===== src/rtl/stopwatch_pkg.sv =====
// Shared definitions for the stopwatch button controller: state encoding
// and its width, used by the control FSM and visible on o_state.
package stopwatch_pkg;

  localparam int STATE_W = 2;

  typedef enum logic [STATE_W-1:0] {
    ST_STOP  = 2'd0,
    ST_RUN   = 2'd1,
    ST_CLEAR = 2'd2
  } state_t;

endpackage : stopwatch_pkg


===== src/rtl/btn_edge_det.sv =====
// Rising-edge detector for one debounced button level.
// The previous-level register resets to 1, so a button already held when
// reset is released produces no edge until it is released and pressed again.
module btn_edge_det (
  input  logic clk,
  input  logic reset,
  input  logic i_level,
  output logic o_rise
);

  logic prev_q;

  // Track last sampled level; reset high to suppress edges from held buttons.
  always_ff @(posedge clk or posedge reset) begin
    if (reset) begin
      prev_q <= 1'b1;
    end else begin
      prev_q <= i_level;
    end
  end

  assign o_rise = i_level & ~prev_q;

endmodule : btn_edge_det


===== src/rtl/stopwatch_btn_ctrl.sv =====
// Stopwatch button controller: turns the debounced run/stop and clear
// levels into press events (rising edges, run/stop long press) and runs
// the STOP/RUN/CLEAR control FSM. All outputs are decoded from registers,
// so there is no combinational path from the buttons to the outputs.
// The buttons are plain levels sampled every clock; there is no handshake.
module stopwatch_btn_ctrl
  import stopwatch_pkg::*;
#(
  parameter int LONG_PRESS_CYCLES = 100_000_000
) (
  input  logic               clk,
  input  logic               reset,
  input  logic               i_btn_run_stop,
  input  logic               i_btn_clear,
  output logic [STATE_W-1:0] o_state,
  output logic               o_run,
  output logic               o_clear,
  output logic               o_long_press
);

  localparam int             CW       = $clog2(LONG_PRESS_CYCLES + 1);
  localparam logic [CW-1:0]  CNT_SAT  = CW'(LONG_PRESS_CYCLES);
  localparam logic [CW-1:0]  CNT_LAST = CW'(LONG_PRESS_CYCLES - 1);

  logic          rise_run_stop;
  logic          rise_clear;
  logic [CW-1:0] hold_cnt_q;
  logic          long_event;
  logic          long_press_q;
  state_t        state_q;
  state_t        state_d;

  btn_edge_det u_edge_run_stop (
    .clk     (clk),
    .reset   (reset),
    .i_level (i_btn_run_stop),
    .o_rise  (rise_run_stop)
  );

  btn_edge_det u_edge_clear (
    .clk     (clk),
    .reset   (reset),
    .i_level (i_btn_clear),
    .o_rise  (rise_clear)
  );

  // Count consecutive high samples of run/stop, saturating so a long hold
  // fires only once. Resetting to the saturated value keeps a button held
  // through reset from ever producing a long press.
  always_ff @(posedge clk or posedge reset) begin
    if (reset) begin
      hold_cnt_q <= CNT_SAT;
    end else if (!i_btn_run_stop) begin
      hold_cnt_q <= '0;
    end else if (hold_cnt_q != CNT_SAT) begin
      hold_cnt_q <= hold_cnt_q + 1'b1;
    end
  end

  // The LONG_PRESS_CYCLES-th consecutive high sample.
  assign long_event = i_btn_run_stop && (hold_cnt_q == CNT_LAST);

  // Register the long-press pulse so it is high for exactly one cycle.
  always_ff @(posedge clk or posedge reset) begin
    if (reset) begin
      long_press_q <= 1'b0;
    end else begin
      long_press_q <= long_event;
    end
  end

  // FSM state register.
  always_ff @(posedge clk or posedge reset) begin
    if (reset) begin
      state_q <= ST_STOP;
    end else begin
      state_q <= state_d;
    end
  end

  // Next-state logic: long press overrides everything; clear beats run in
  // STOP; clear is ignored while running; CLEAR lasts exactly one cycle.
  always_comb begin
    state_d = state_q;
    if (long_event) begin
      state_d = ST_CLEAR;
    end else begin
      case (state_q)
        ST_STOP: begin
          if (rise_clear) begin
            state_d = ST_CLEAR;
          end else if (rise_run_stop) begin
            state_d = ST_RUN;
          end
        end
        ST_RUN: begin
          if (rise_run_stop) begin
            state_d = ST_STOP;
          end
        end
        ST_CLEAR: begin
          state_d = ST_STOP;
        end
        default: begin
          state_d = ST_STOP;
        end
      endcase
    end
  end

  assign o_state      = state_q;
  assign o_run        = (state_q == ST_RUN);
  assign o_clear      = (state_q == ST_CLEAR);
  assign o_long_press = long_press_q;

endmodule : stopwatch_btn_ctrl


===== config.mk =====
export PLATFORM = sky130hd
export DESIGN_NAME = stopwatch_btn_ctrl
export DESIGN_NICKNAME = d
export VERILOG_FILES = /design/src/rtl/stopwatch_pkg.sv /design/src/rtl/btn_edge_det.sv /design/src/rtl/stopwatch_btn_ctrl.sv
export SDC_FILE = /design/constraint.sdc
export NUM_CORES = 1
export LEC_CHECK = 0
export CORE_UTILIZATION = 55
export CTS_BUF_LIST = sky130_fd_sc_hd__clkbuf_2
export CTS_CLUSTER_SIZE = 12
export DETAILED_ROUTE_END_ITERATION = 8
export MAX_ROUTING_LAYER = met4
export PLACE_DENSITY_LB_ADDON = 0.12
export SLEW_MARGIN = 20
export SYNTH_ARGS = -nofsm -noshare
export SYNTH_HDL_FRONTEND = slang
export SYNTH_SLANG_ARGS = --single-unit

===== constraint.sdc =====
create_clock -name clk -period 1.73 [get_ports clk]
set_input_delay 0.173 -clock clk [delete_from_list [all_inputs] [get_ports clk]]
set_output_delay 0.173 -clock clk [all_outputs]
set_load 0.02 [all_outputs]

==> results of run 1 <==
worst register-to-register path: stages, from the launching register on:
cell,delay (ns)
dfstp_2,0.56
or4b_4,0.47
nor3_4,0.19
nand4_4,0.14
buf_4,0.18
mux2i_2,0.19
nor2_1,0.06
cells in the mapped netlist (2+ instances only):
library cell	number
a21oi_1	4
and3_1	2
and4_1	2
clkbuf_1	2
dfrtp_1	18
dfstp_2	14
ha_1	2
inv_1	5
mux2i_1	4
nand2_1	11
nand2b_1	5
nand3_1	9
nand4_1	9
nor2_1	25
nor2b_1	4
nor3_1	4
nor4_1	2
o21ai_0	2
or3_1	2
xnor2_1	8
xor2_1	12
layout by cell type, fill, tap and decap left out, drive strengths merged, types with 8 or more instances in the layout:
cell type	n
nand3	9
nand4	10
dfrtp	18
xnor2	8
dfstp	14
nor2	25
nand2	11
buf	30
xor2	12
cells by family after synthesis:
family,synth area share
AO/OA/AOI/OAI,0.0233
flip-flops,0.509
buffers and inverters,0.0163
AND/OR/NAND/NOR,0.302
XOR/XNOR,0.109
multiplexers,0.0249
adder cells (fa/ha/maj),0.0156
how the worst max path moves through the flow:
stage,slack (ns),from,end,cells after the start
2_1_floorplan,-0.003,hold_cnt_q[11],hold_cnt_q[16],5
3_3_place_gp,-0.07,hold_cnt_q[10],hold_cnt_q[16],5
3_5_place_dp,-0.11,hold_cnt_q[18],hold_cnt_q[24],5
4_1_cts,-0.14,hold_cnt_q[18],hold_cnt_q[16],5
5_1_grt,-0.18,hold_cnt_q[18],hold_cnt_q[1],6
6_report,-0.14,hold_cnt_q[18],hold_cnt_q[1],6
sequential cells by signal, summed over array words and instances (netlist names):
| name | flops |
|---|---|
| o_state | 2 |
| u_edge_clear.prev_q | 1 |
| o_long_press | 1 |
| u_edge_run_stop.prev_q | 1 |
| hold_cnt_q | 27 |
metrics by stage:
step / utilization / cells / setup slack, ns / TNS (ns) / hold WS [ns]
after CTS: 0.728 / 228 / -0.145 / -0.881 / 0.155
after detailed placement: 0.683 / 217 / -0.106 / -0.370 / 0.488
final: 0.752 / 233 / -0.139 / -0.551 / 0.139
after global placement: 0.683 / 217 / -0.0674 / -0.154 / 0.474
after global routing: 0.752 / 233 / -0.177 / -1.52 / 0.145
after floorplan: - / 158 / -0.00263 / -0.00263 / 0.177
layer usage:
layer  wire (um)  part of all wire  GRT usage  up-vias
li1            -                 -          -      634
met1        1540              0.44      0.325      609
met2        1710              0.49      0.401       31
met3         123             0.036     0.0721       11
met4          89             0.026     0.0906        0
met5           0                 0          -        -
repair_timing:
item / 4_1_cts / 5_1_grt
gates resized for setup: 8 / 7
setup endpoints to repair: 11 / 18
pin swaps: 3 / 7
hold endpoints to repair: 0 / 0
buffers inserted: 3 / 5
power breakdown:
part / internal [mW] / switching [mW] / total, mW
registers: 0.766 / 0.0117 / 0.778
clock network: 0.241 / 0.271 / 0.512
logic: 0.0660 / 0.0777 / 0.144
total: 1.07 / 0.360 / 1.43
final cells by class:
class	count	area share
clock inverter	3	0.0205
sequential	32	0.395
timing repair buffer	38	0.147
tap	31	0.0187
clock buffer	5	0.0121
inverter	5	0.00905
multi-input combinational	119	0.398
==> summary.txt, run 1 <==
Synthesis
  • Post-synthesis sequential area ratio: 0.509
  • Synth area leader: dfrtp_1
  • Count of cell types in the netlist: 33
  • Ranking of synthesized cells by area: dfrtp_1, dfstp_2, xor2_1
  • Synth warn: 0
  • Post-Synthesis Cell Area: 1610 um^2
  • Synth Register Bits: 32
  • Gate Count Post-Synth: 158
  • Mean Syn Cell Area: 10.2 um^2
  • Async SR Flop Fraction: 1.00
  • Post-synth net total: 164
  • Top cell type's share of synthesized area: 0.280
  • Synth Flop Type: dfrtp_1
  • Post-synth EDFFs: 0

Placement
  • Buffers on Ports: 8
  • Detail Placement HPWL: 2360 um
  • Placed Area: 1880 um^2
  • GP Congestion: 0.812

Critical path
  • Crit path max-delay family: simple AND/OR/NAND/NOR gates
  • Crit path buffers/inverters: 1
  • Setup CP Type: reg2reg
  • Crit end category: register
  • Register-to-Register Path Depth: 6
  • FF-to-FF End: hold_cnt_q[1]
  • CP required: 2.03 ns
  • Setup crit start kind: register
  • R2r startpoint: hold_cnt_q[18]
  • Crit Path Max Fanout: 5
  • Reg-to-reg setup timing slack: -0.14 ns
  • Critical-path cell list: or4b_4, nor3_4, nand4_4, buf_4, mux2i_2, nor2_1
  • Largest stage delay on the critical path: 0.56 ns
  • Critical Path AT: 2.17 ns
  • CP max stage cell: dfstp_2

STA
  • Fin. max-slew vios: 0
  • Final setup viols: 8
  • Hold Vio Cnt, Final: 0
  • Clock skew: 0.0203 ns
  • Max Clk Rate: 535 MHz
  • Unrepaired setup endpoints after global routing: yes
  • Min Clock Period, post-route: 1.87 ns
  • Worst Tran Pin Value: 0.641 ns
  • Final Worst Setup Slack: -0.139 ns
  • Slew margin rel.: 0.569
  • Final Cycle Share: 1.08

Worst hold path
  • Min-Delay Path Class: in2async

Floorplanning
  • Io pins: 9
  • Core area: 2760 um^2
  • Die ar.: 3140 um^2
  • Initial core utilization: 0.583
  • Chip width: 56.1 um
  • Die height: 56.1 um
  • Number of core rows: 19

Global route
  • Initial antenna violation count: 0
  • First-pass GRT wire length: 6090 um
  • Vias in the first global route: 1,354
  • Grt ovf: 0
  • Largest net degree at the start of global routing: 33
  • Gr usage total: 0.258

Cells and area
  • Final Net Count: 207
  • Filler cells: 195
  • Diode count: 0
  • Multi-input gate area: 825 um^2
  • P&R area growth vs syn: 28.9%
  • Final instance area: 2070 um^2
  • Layout cells sized above 1: 0.322
  • FF/Latch Area: 818 um^2

Power and ir drop
  • P per Cell Area: 691 nW/um^2
  • Total Power: 1.43 mW
  • LEAKAGE: 0.918 nW
  • Maximum VDD drop: 0.889 mV

CTS
  • H-tree depth: 2
  • Longest Clk Path Bufs: 2
  • Clk pin slew, worst setup/hold paths: 0.18 ns
  • CTS Hold Bufs: 0
  • Clk sinks: 32
  • Root Buffer: clkbuf_2
  • Worst-skew pair later-pin latency: 0.39 ns
  • CTS tree: yes
  • Cts bufs inserted: 5

Detailed routing
  • Initial drt markers: 43
  • DRC: 0
  • Detailed Routing Iterations Pass 1: 4
  • Drt wl/cell: 14.8 um
  • Vias per std cell: 5.52
  • Post-route ant nets: 0
  • Final WL: 3460 um
  • Vias: 1,285

Run
  • Max Cap Viol: 0

Status
  • Status: finished, violations left
  • Failing checks: negative setup slack
(Power assumes the default switching activity.)
==> inputs of run 2 (changes only) <==
--- a/config.mk
+++ b/config.mk
@@ -5,12 +5,14 @@
 export SDC_FILE = /design/constraint.sdc
 export NUM_CORES = 1
 export LEC_CHECK = 0
+export CORE_MARGIN = 3
 export CORE_UTILIZATION = 55
 export CTS_BUF_LIST = sky130_fd_sc_hd__clkbuf_2
 export CTS_CLUSTER_SIZE = 12
 export DETAILED_ROUTE_END_ITERATION = 8
 export MAX_ROUTING_LAYER = met4
 export PLACE_DENSITY_LB_ADDON = 0.12
+export SETUP_SLACK_MARGIN = 0.15
 export SLEW_MARGIN = 20
 export SYNTH_ARGS = -nofsm -noshare
 export SYNTH_HDL_FRONTEND = slang
==> run 2 against run 1 <==
The flow still finishes with violations (negative setup slack); flip-flop and latch count stayed put; clock-buffer cell count rose by 2; die area is 15% higher; cell count up 0.43%; sequential power increased by 0.6%; hold slack improved by 0.028 ns; first-iteration DRC count grew 120%; register-to-register slack is essentially flat; largest cell class unchanged.
==> summary.txt, run 2 (same netlist as run 1, synthesis figures left out) <==
Status
  • Status: finished, violations left
  • Failing checks: negative setup slack

Floorplanning
  • Initial core utilization: 0.610 (+0.0271)
  • Chip width: 60.1 um (+7.1%)
  • Number of core rows: 18 (-1)
  • Die ar.: 3610 um^2 (+15%)
  • Core area: 2640 um^2 (-4.4%)
  • Die height: 60.1 um (+7.1%)
  • Io pins: 9 (unchanged)

Detailed routing
  • Detailed Routing Iterations Pass 1: 4 (unchanged)
  • Post-route ant nets: 0 (unchanged)
  • Drt wl/cell: 16.5 um (+11%)
  • DRC: 0 (unchanged)
  • Final WL: 3860 um (+12%)
  • Vias per std cell: 5.78 (+4.8%)
  • Initial drt markers: 96 (+120%)
  • Vias: 1,353 (+5.3%)

CTS
  • CTS Hold Bufs: 0 (unchanged)
  • Clk pin slew, worst setup/hold paths: 0.16 ns (-0.02 ns)
  • Root Buffer: clkbuf_2
  • Clk sinks: 32 (unchanged)
  • CTS tree: yes
  • Cts bufs inserted: 5 (unchanged)
  • Worst-skew pair later-pin latency: 0.37 ns (-0.02 ns)
  • H-tree depth: 2 (unchanged)
  • Longest Clk Path Bufs: 2 (unchanged)

Critical path
  • Setup crit start kind: register
  • Setup CP Type: reg2reg
  • CP required: 2.00 ns (-0.03 ns)
  • Critical Path AT: 2.14 ns (-0.03 ns)
  • Crit end category: register
  • Crit Path Max Fanout: 4 (-1)

STA
  • Final Worst Setup Slack: -0.135 ns (+0.00413 ns)
  • Slew margin rel.: 0.632 (+0.0633)
  • Max Clk Rate: 536 MHz (+0.22%)
  • Worst Tran Pin Value: 0.547 ns (-0.0941 ns)
  • Hold Vio Cnt, Final: 0 (unchanged)
  • Final setup viols: 9 (+1)
  • Clock skew: 0.00428 ns (-0.0160 ns)
  • Unrepaired setup endpoints after global routing: yes
  • Worst hold slack: 0.166 ns (+0.0277 ns)
  • Fin. max-slew vios: 0 (unchanged)
  • Setup TNS Final: -0.707 ns (-0.155 ns)
  • Min Clock Period, post-route: 1.87 ns (-0.00413 ns)
  • Final Cycle Share: 1.08 (-0.00239)

Global route
  • Gr usage total: 0.246 (-0.0122)
  • Initial antenna violation count: 0 (unchanged)
  • Largest net degree at the start of global routing: 33 (unchanged)
  • First-pass GRT wire length: 6270 um (+3.1%)
  • Grt ovf: 0 (unchanged)
  • Vias in the first global route: 1,393 (+2.9%)

Placement
  • Placed Area: 1880 um^2 (about the same)
  • Detail Placement HPWL: 2290 um (-3.1%)
  • GP Congestion: 0.852 (+4.9%)
  • # placed instances: 216 (-0.46%)
  • Buffers on Ports: 8 (unchanged)
  • DP Worst Slack: -0.163 ns (-0.0572 ns)

Cells and area
  • Layout cells sized above 1: 0.377 (+0.0557)
  • Filler cells: 153 (-22%)
  • Final instance area: 2130 um^2 (+2.9%)
  • Final std cells w/o fill: 234 (+0.43%)
  • Highest-count cells in the layout ignoring fill and taps: buf_4, nor2_1, dfrtp_1, dfstp_2, xor2_1
  • Final Net Count: 209 (+0.97%)
  • P&R area growth vs syn: 32.7%
  • Biggest register: hold_cnt_q
  • Commonest non-fill, non-tap cell in the layout: buf_4
  • Max reg flops: 27 (unchanged)
  • Diode count: 0 (unchanged)
  • Final Util: 0.810 (+0.0578)

Power and ir drop
  • P per Cell Area: 594 nW/um^2 (-14%)
  • Maximum VDD drop: 0.659 mV (-26%)
  • Total Power: 1.27 mW (-12%)
  • LEAKAGE: 0.957 nW (+4.3%)

Worst hold path
  • Min-Delay Path Class: in2async

Run
  • Max Cap Viol: 0 (unchanged)
==> run 2: worst max-delay path, stage by stage (launching register included) <==
cell and delay [ns]:
dfstp_2 0.56, or4b_4 0.48, nor3_4 0.20, nand4_4 0.13, buf_6 0.16, mux2i_1 0.17
nor2_1 0.06
==> run 2: where the power goes <==
part           leakage, nW  internal, mW  total, mW  switching, mW
Clock               0.0306         0.108      0.363          0.255
Combinational        0.535        0.0488      0.120         0.0715
Sequential           0.392         0.766      0.783         0.0171
==> run 2: area by class of cell <==
class                   count  area [um^2]  share of cell area
clock buffers               7         35.0              0.0164
clock inverters             1         3.75             0.00176
inverters                   5         18.8             0.00880
repair buffers             40          333               0.156
well taps                  30         37.5              0.0176
multi-input cells         119          887               0.416
flip-flops and latches     32          818               0.384
==> run 2: final timing paths <==
path                                     start                   to  slack, ns  cells after the start
worst max-delay path            hold_cnt_q[18]        hold_cnt_q[1]      -0.14                      6
worst min-delay path                     reset           o_state[0]       0.17                      3
worst max register to register  hold_cnt_q[18]        hold_cnt_q[1]      -0.14                      6
worst min register to register      o_state[1]           o_state[0]       0.51                      1
max in group asynchronous                reset       hold_cnt_q[14]       1.23                      3
min in group clk                   i_btn_clear  u_edge_clear.prev_q       0.21                      1
==> run 2: layer usage <==
metal | up-vias | wire (um) | track usage
met4 | 0 | 151 | 0.149
li1 | 639 | - | -
met1 | 659 | 1580 | 0.296
met2 | 40 | 1940 | 0.370
met3 | 15 | 185 | 0.0605
met5 | - | 0 | -
==> run 2: what timing repair did <==
action	CTS	global route
pin swaps	8	15
setup endpoints to repair	21	25
resized for setup	15	19
buffers inserted	5	5
==> inputs of run 3 (changes only) <==
--- a/config.mk
+++ b/config.mk
@@ -5,8 +5,9 @@
 export SDC_FILE = /design/constraint.sdc
 export NUM_CORES = 1
 export LEC_CHECK = 0
+export ABC_AREA = 1
 export CORE_MARGIN = 3
-export CORE_UTILIZATION = 55
+export CORE_UTILIZATION = 56
 export CTS_BUF_LIST = sky130_fd_sc_hd__clkbuf_2
 export CTS_CLUSTER_SIZE = 12
 export DETAILED_ROUTE_END_ITERATION = 8
==> run 3 against run 2 <==
The flow now finishes without violations; via count grew 41%; total power grew 0.73%; synthesized area grew 30%; clock skew grew 0.022 ns; fmax grew 24%; synthesized cell count grew 92%; wire length grew 19%; largest cell class unchanged.
==> summary.txt, run 3 <==
Floorplanning
  • Chip width: 67.0 um (+12%)
  • Initial core utilization: 0.602 (-0.00843)
  • Die ar.: 4500 um^2 (+25%)
  • Number of core rows: 21 (+3)
  • Io pins: 9 (unchanged)
  • Die height: 67.0 um (+12%)
  • Core area: 3470 um^2 (+32%)

Placement
  • Detail Placement HPWL: 3660 um (+60%)
  • GP Congestion: 0.921 (+8.1%)
  • Buffers on Ports: 8 (unchanged)
  • DP Worst Slack: 0.197 ns (+0.360 ns)

CTS
  • Clk pin slew, worst setup/hold paths: 0.18 ns (+0.02 ns)
  • Clk sinks: 32 (unchanged)
  • H-tree depth: 2 (unchanged)
  • CTS tree: yes
  • Root Buffer: clkbuf_2
  • Worst-skew pair later-pin latency: 0.39 ns (+0.02 ns)
  • Cts bufs inserted: 5 (unchanged)
  • Longest Clk Path Bufs: 2 (unchanged)
  • CTS Hold Bufs: 0 (unchanged)

Global route
  • First-pass GRT wire length: 7780 um (+24%)
  • Gr usage total: 0.241 (-0.00493)
  • Vias in the first global route: 1,738 (+25%)
  • Initial antenna violation count: 0 (unchanged)
  • Grt ovf: 0 (unchanged)
  • Largest net degree at the start of global routing: 19 (-42%)

Critical path
  • Crit path top cell by count: nand2_1
  • Setup CP Type: reg2reg
  • Crit end category: register
  • R2r startpoint: hold_cnt_q[1]
  • CP max stage cell: dfrtp_2
  • Critical Path AT: 1.83 ns (-0.31 ns)
  • Crit Path Max Fanout: 7 (+3)
  • Critical path origin: hold_cnt_q[1]
  • Crit path buffers/inverters: 2 (+1)
  • CP required: 2.05 ns (+0.05 ns)
  • Register-to-Register Path Depth: 9 (+3)
  • Critical-path cell list: ha_1, inv_1, nor2_4, nand2_4, clkinv_2, nand2_1, nand2_1, nand2_1, nor2_2
  • Setup crit start kind: register
  • Crit path max-delay family: simple AND/OR/NAND/NOR gates
  • FF-to-FF End: hold_cnt_q[24]
  • Reg-to-reg setup timing slack: 0.22 ns (+0.36 ns)
  • Largest stage delay on the critical path: 0.44 ns (-0.12 ns)

Synthesis
  • Post-synth net total: 309 (+88%)
  • Post-Synthesis Cell Area: 2090 um^2 (+30%)
  • Count of cell types in the netlist: 25 (-24%)
  • Most frequent cell after synthesis: nand2_1
  • Mean Syn Cell Area: 6.89 um^2 (-32%)
  • Synth Flop Type: dfrtp_1
  • Synth Register Bits: 32 (unchanged)
  • Async SR Flop Fraction: 1.00 (unchanged)
  • Post-synth EDFFs: 0 (unchanged)
  • Gate Count Post-Synth: 303 (+92%)
  • Synth warn: 0 (unchanged)
  • Top cell type's share of synthesized area: 0.216 (-0.0643)
  • Post-synthesis sequential area ratio: 0.392 (-0.117)
  • Post-synth top cells: nand2_1, nor2_1, inv_1
  • Synth area leader: dfrtp_1
  • Ranking of synthesized cells by area: dfrtp_1, dfstp_2, nand2_1

Detailed routing
  • Final WL: 4600 um (+19%)
  • Vias: 1,911 (+41%)
  • Drt wl/cell: 12.5 um (-24%)
  • Detailed Routing Iterations Pass 1: 4 (unchanged)
  • Post-route ant nets: 0 (unchanged)
  • Initial drt markers: 122 (+27%)
  • Vias per std cell: 5.19 (-10%)
  • DRC: 0 (unchanged)

Worst hold path
  • Min-Delay Path Class: in2async

Cells and area
  • P&R area growth vs syn: 11.8%
  • Filler cells: 316 (+110%)
  • Final Net Count: 327 (+56%)
  • FF/Latch Area: 821 um^2 (+0.31%)
  • Multi-input gate area: 1140 um^2 (+28%)
  • Highest-count cells in the layout ignoring fill and taps: nand2_1, nor2_1, inv_1, nand3_1, dfrtp_1
  • Max reg flops: 27 (unchanged)
  • Layout cells sized above 1: 0.227 (-0.151)
  • Diode count: 0 (unchanged)
  • Commonest non-fill, non-tap cell in the layout: nand2_1
  • Biggest register: hold_cnt_q

STA
  • Clock skew: 0.0265 ns (+0.0222 ns)
  • Worst Tran Pin Value: 0.246 ns (-0.302 ns)
  • Max Clk Rate: 663 MHz (+24%)
  • Hold Vio Cnt, Final: 0 (unchanged)
  • Final Cycle Share: 0.872 (-0.206)
  • Slew margin rel.: 0.836 (+0.204)
  • Fin. max-slew vios: 0 (unchanged)
  • Setup TNS Final: 0 ns (+0.707 ns)
  • Final setup viols: 0 (-9)
  • Final Worst Setup Slack: 0.221 ns (+0.356 ns)
  • Min Clock Period, post-route: 1.51 ns (-0.356 ns)
  • Unrepaired setup endpoints after global routing: yes

Power and ir drop
  • Maximum VDD drop: 0.364 mV (-45%)
  • P per Cell Area: 547 nW/um^2 (-7.9%)
  • LEAKAGE: 0.979 nW (+2.3%)

Run
  • Max Cap Viol: 0 (unchanged)

Status
  • Status: finished, final reports clean
[run 3: layout make-up]
class,count,share of cell area
sequential,32,0.352
multi-input combinational,229,0.488
clock buffer,7,0.0150
inverter,39,0.0633
clock inverter,1,0.00214
tap,46,0.0247
timing repair buffer,14,0.0547
[run 3: kinds of logic after synthesis]
logic type	after synthesis	synth area share
buf+inv	42	0.0773
xor+xnor	5	0.0210
compound gates	18	0.0432
flops	32	0.392
fa+ha+maj	2	0.0120
simple gates	204	0.454
[run 3: timing repair]
action                                  CTS  global route
gates resized for setup                   2            14
pin swaps                                 0             0
buffers inserted                          0             1
endpoints found under the setup margin    2            15
[run 3: power by group]
group	leakage, nW	internal (mW)	total, mW	switching (mW)
clock network	0.0330	0.110	0.363	0.253
logic	0.558	0.0494	0.131	0.0812
registers	0.388	0.767	0.782	0.0146
[run 3: through the flow]
| stage | std cells | utilization | power, mW | area, um^2 | hold slack [ns] |
|---|---|---|---|---|---|
| 2_1_floorplan | 303 | - | 0.872 | 2090 | 0.177 |
| 3_3_place_gp | 359 | 0.648 | 0.927 | 2250 | 0.503 |
| 3_5_place_dp | 359 | 0.648 | 0.930 | 2250 | 0.509 |
| 4_1_cts | 367 | 0.659 | 1.28 | 2290 | 0.0771 |
| 5_1_grt | 368 | 0.673 | 1.34 | 2330 | 0.0873 |
| 6_report | 368 | 0.673 | 1.28 | 2330 | 0.0774 |
[run 3: routing by layer]
metal	vias to the layer above	GRT usage	wire length, um
li1	968	-	-
met1	882	0.302	2110
met2	45	0.361	2090
met3	16	0.0523	229
met4	0	0.132	166
met5	-	-	0
[run 3: worst max-delay path by stage]
stage	endpoint	slack [ns]	cells past startpoint
floorplan	hold_cnt_q[0]	0.37	8
global placement	hold_cnt_q[0]	0.21	7
detailed placement	hold_cnt_q[0]	0.20	8
CTS	hold_cnt_q[0]	0.15	7
global route	hold_cnt_q[0]	0.13	7
finish	hold_cnt_q[24]	0.22	9
[run 3: tightest hold or removal path, stage by stage]
cell and delay [ns]:
clkdlybuf4s50_1 0.40, inv_1 0.07, buf_4 0.22
==> RTL edit: new RTL, flow settings as in run 2 <==
Remove the register `long_press_q`: a continuous assignment takes its place, so the output `o_long_press` follows one clock earlier.
--- a/src/rtl/stopwatch_btn_ctrl.sv
+++ b/src/rtl/stopwatch_btn_ctrl.sv
@@ -61,13 +61,7 @@
   assign long_event = i_btn_run_stop && (hold_cnt_q == CNT_LAST);
 
   // Register the long-press pulse so it is high for exactly one cycle.
-  always_ff @(posedge clk or posedge reset) begin
-    if (reset) begin
-      long_press_q <= 1'b0;
-    end else begin
-      long_press_q <= long_event;
-    end
-  end
+  assign long_press_q = long_event;
 
   // FSM state register.
   always_ff @(posedge clk or posedge reset) begin
Check against the original RTL: no difference found for any inputs over 10 cycles, from zero or initial values and one cycle with reset high; that may be too few to reach the edited logic, so the function may still have changed.
==> RTL edit against run 2 <==
The flow still finishes with violations (setup timing); maximum frequency is 11% lower; critical path depth decreased by 2; clock skew rose by 13 ps; worst setup slack got worse by 240 ps; final area rose by 12%; total power down 2.5%; sequential cell count fell by 1; first-iteration DRC count grew 13%; routed wire length grew 30%; synthesized area increased by 1.7%; critical endpoint is now o_long_press; largest power group unchanged.
==> RTL edit: results (changes against run 2) <==
metric,value,unit,change
result of the run,finished with violations,,
violations in the final reports,setup timing,,
IO buf count,8,,unchanged
core area,2810,um2,+6.5%
maximum fanout count along the critical path,2,,-2
flip-flop and latch power,0.759,mW,-3.1%
non-clock buffering overhead in the final layout,0.235,,+0.0789
Net Switching,0.344,mW,about the same
Layout clock buffers,6,,-1
synth cell count leaders,"20 x nand2_1, 17 x dfrtp_1, 14 x dfstp_2",,
Signal buffers,69,,+73%
Finish-stage setup viols,16,,+7
post-route insts no fill,275,,+18%
gr usage total,0.272,,+0.0261
final critical-path setup slack,-376,ps,-240 ps
post-detail-place hpwl,2890,um,+26%
1st-iter DRT viols,108,,+13%
DR WL/cell,18.3,um,+11%
FF-to-FF setup slack,-340,ps,-200 ps
Avg Synthesized Cell Area,9.51,um2,-6.6%
wire length on met3,200,um,+8.1%
multi-input logic portion of the cell area,0.392,,-0.0239
routed wl met2,2680,um,+38%
M1 WL,2000,um,+27%
global-route wire length before repair,7010,um,+12%
global-route met3 utilization,0.0745,,+0.0140
Area contributors post-synth,"dfrtp_1 26%, dfstp_2 22%, nand2_1 4.6%, nand4_1 3.4%, or4_1 3.2%",,
worst setup slack before clock tree synthesis,-406,ps,-243 ps
number of inverters outside the clock class in the layout,6,,+1
Min Hold Slack,153,ps,-13.7 ps
number of nets in the synthesized netlist,178,,+8.5%
Total Nets Final,249,,+19%
setup TNS,-3670,ps,-2970 ps
sequential fraction of the synthesis area,0.485,,-0.0239
Max VDD drop,0.579,mV,-12%
count of cell types in the netlist,36,,+9.1%
number of global-route vias before repair,1652,,+19%
total inserted antenna cells,0,,unchanged
Static Leak,1.07,nW,+11%
routability-driven placement congestion ratio,0.874,,+2.6%
fraction of layout instances using a drive strength above 1,0.451,,+0.0734
r2r worst-path depth,5,,-1
routed vias,1640,,+21%
Filler Cell Count,144,,-5.9%
total setup buffers inserted after CTS,6,,+1
GRT met2 Usage,0.483,,+0.113
transition time at the pin with the least slew margin,395,ps,-152 ps
total area of sequential cells,793,um2,-3.1%
met1 layer usage reported by global route,0.284,,-0.0115
highest routed metal layer,met4,,
cell-internal power,0.891,mW,-3.5%
==> RTL edit: logic make-up (layout without fill, tap and decap cells) <==
| group | Yosys count | in the layout | share of synthesized area |
|---|---|---|---|
| AOI/OAI and AO/OA | 24 | 24 | 0.0834 |
| xor gates and xnor gates | 10 | 10 | 0.0536 |
| adders and majority gates | 2 | 2 | 0.0153 |
| buffers and inverters | 11 | 83 | 0.0306 |
| DFF | 31 | 31 | 0.485 |
| muxes | 3 | 3 | 0.0184 |
| and+or+nand+nor | 91 | 91 | 0.314 |
==> RTL edit: worst max-delay path by stage <==
stage	from	endpoint	slack (ps)
2_1_floorplan	hold_cnt_q[1]	hold_cnt_q[24]	-80
3_3_place_gp	hold_cnt_q[23]	o_long_press	-380
3_5_place_dp	hold_cnt_q[23]	o_long_press	-410
4_1_cts	hold_cnt_q[23]	o_long_press	-320
5_1_grt	hold_cnt_q[21]	o_long_press	-450
6_report	hold_cnt_q[20]	o_long_press	-380
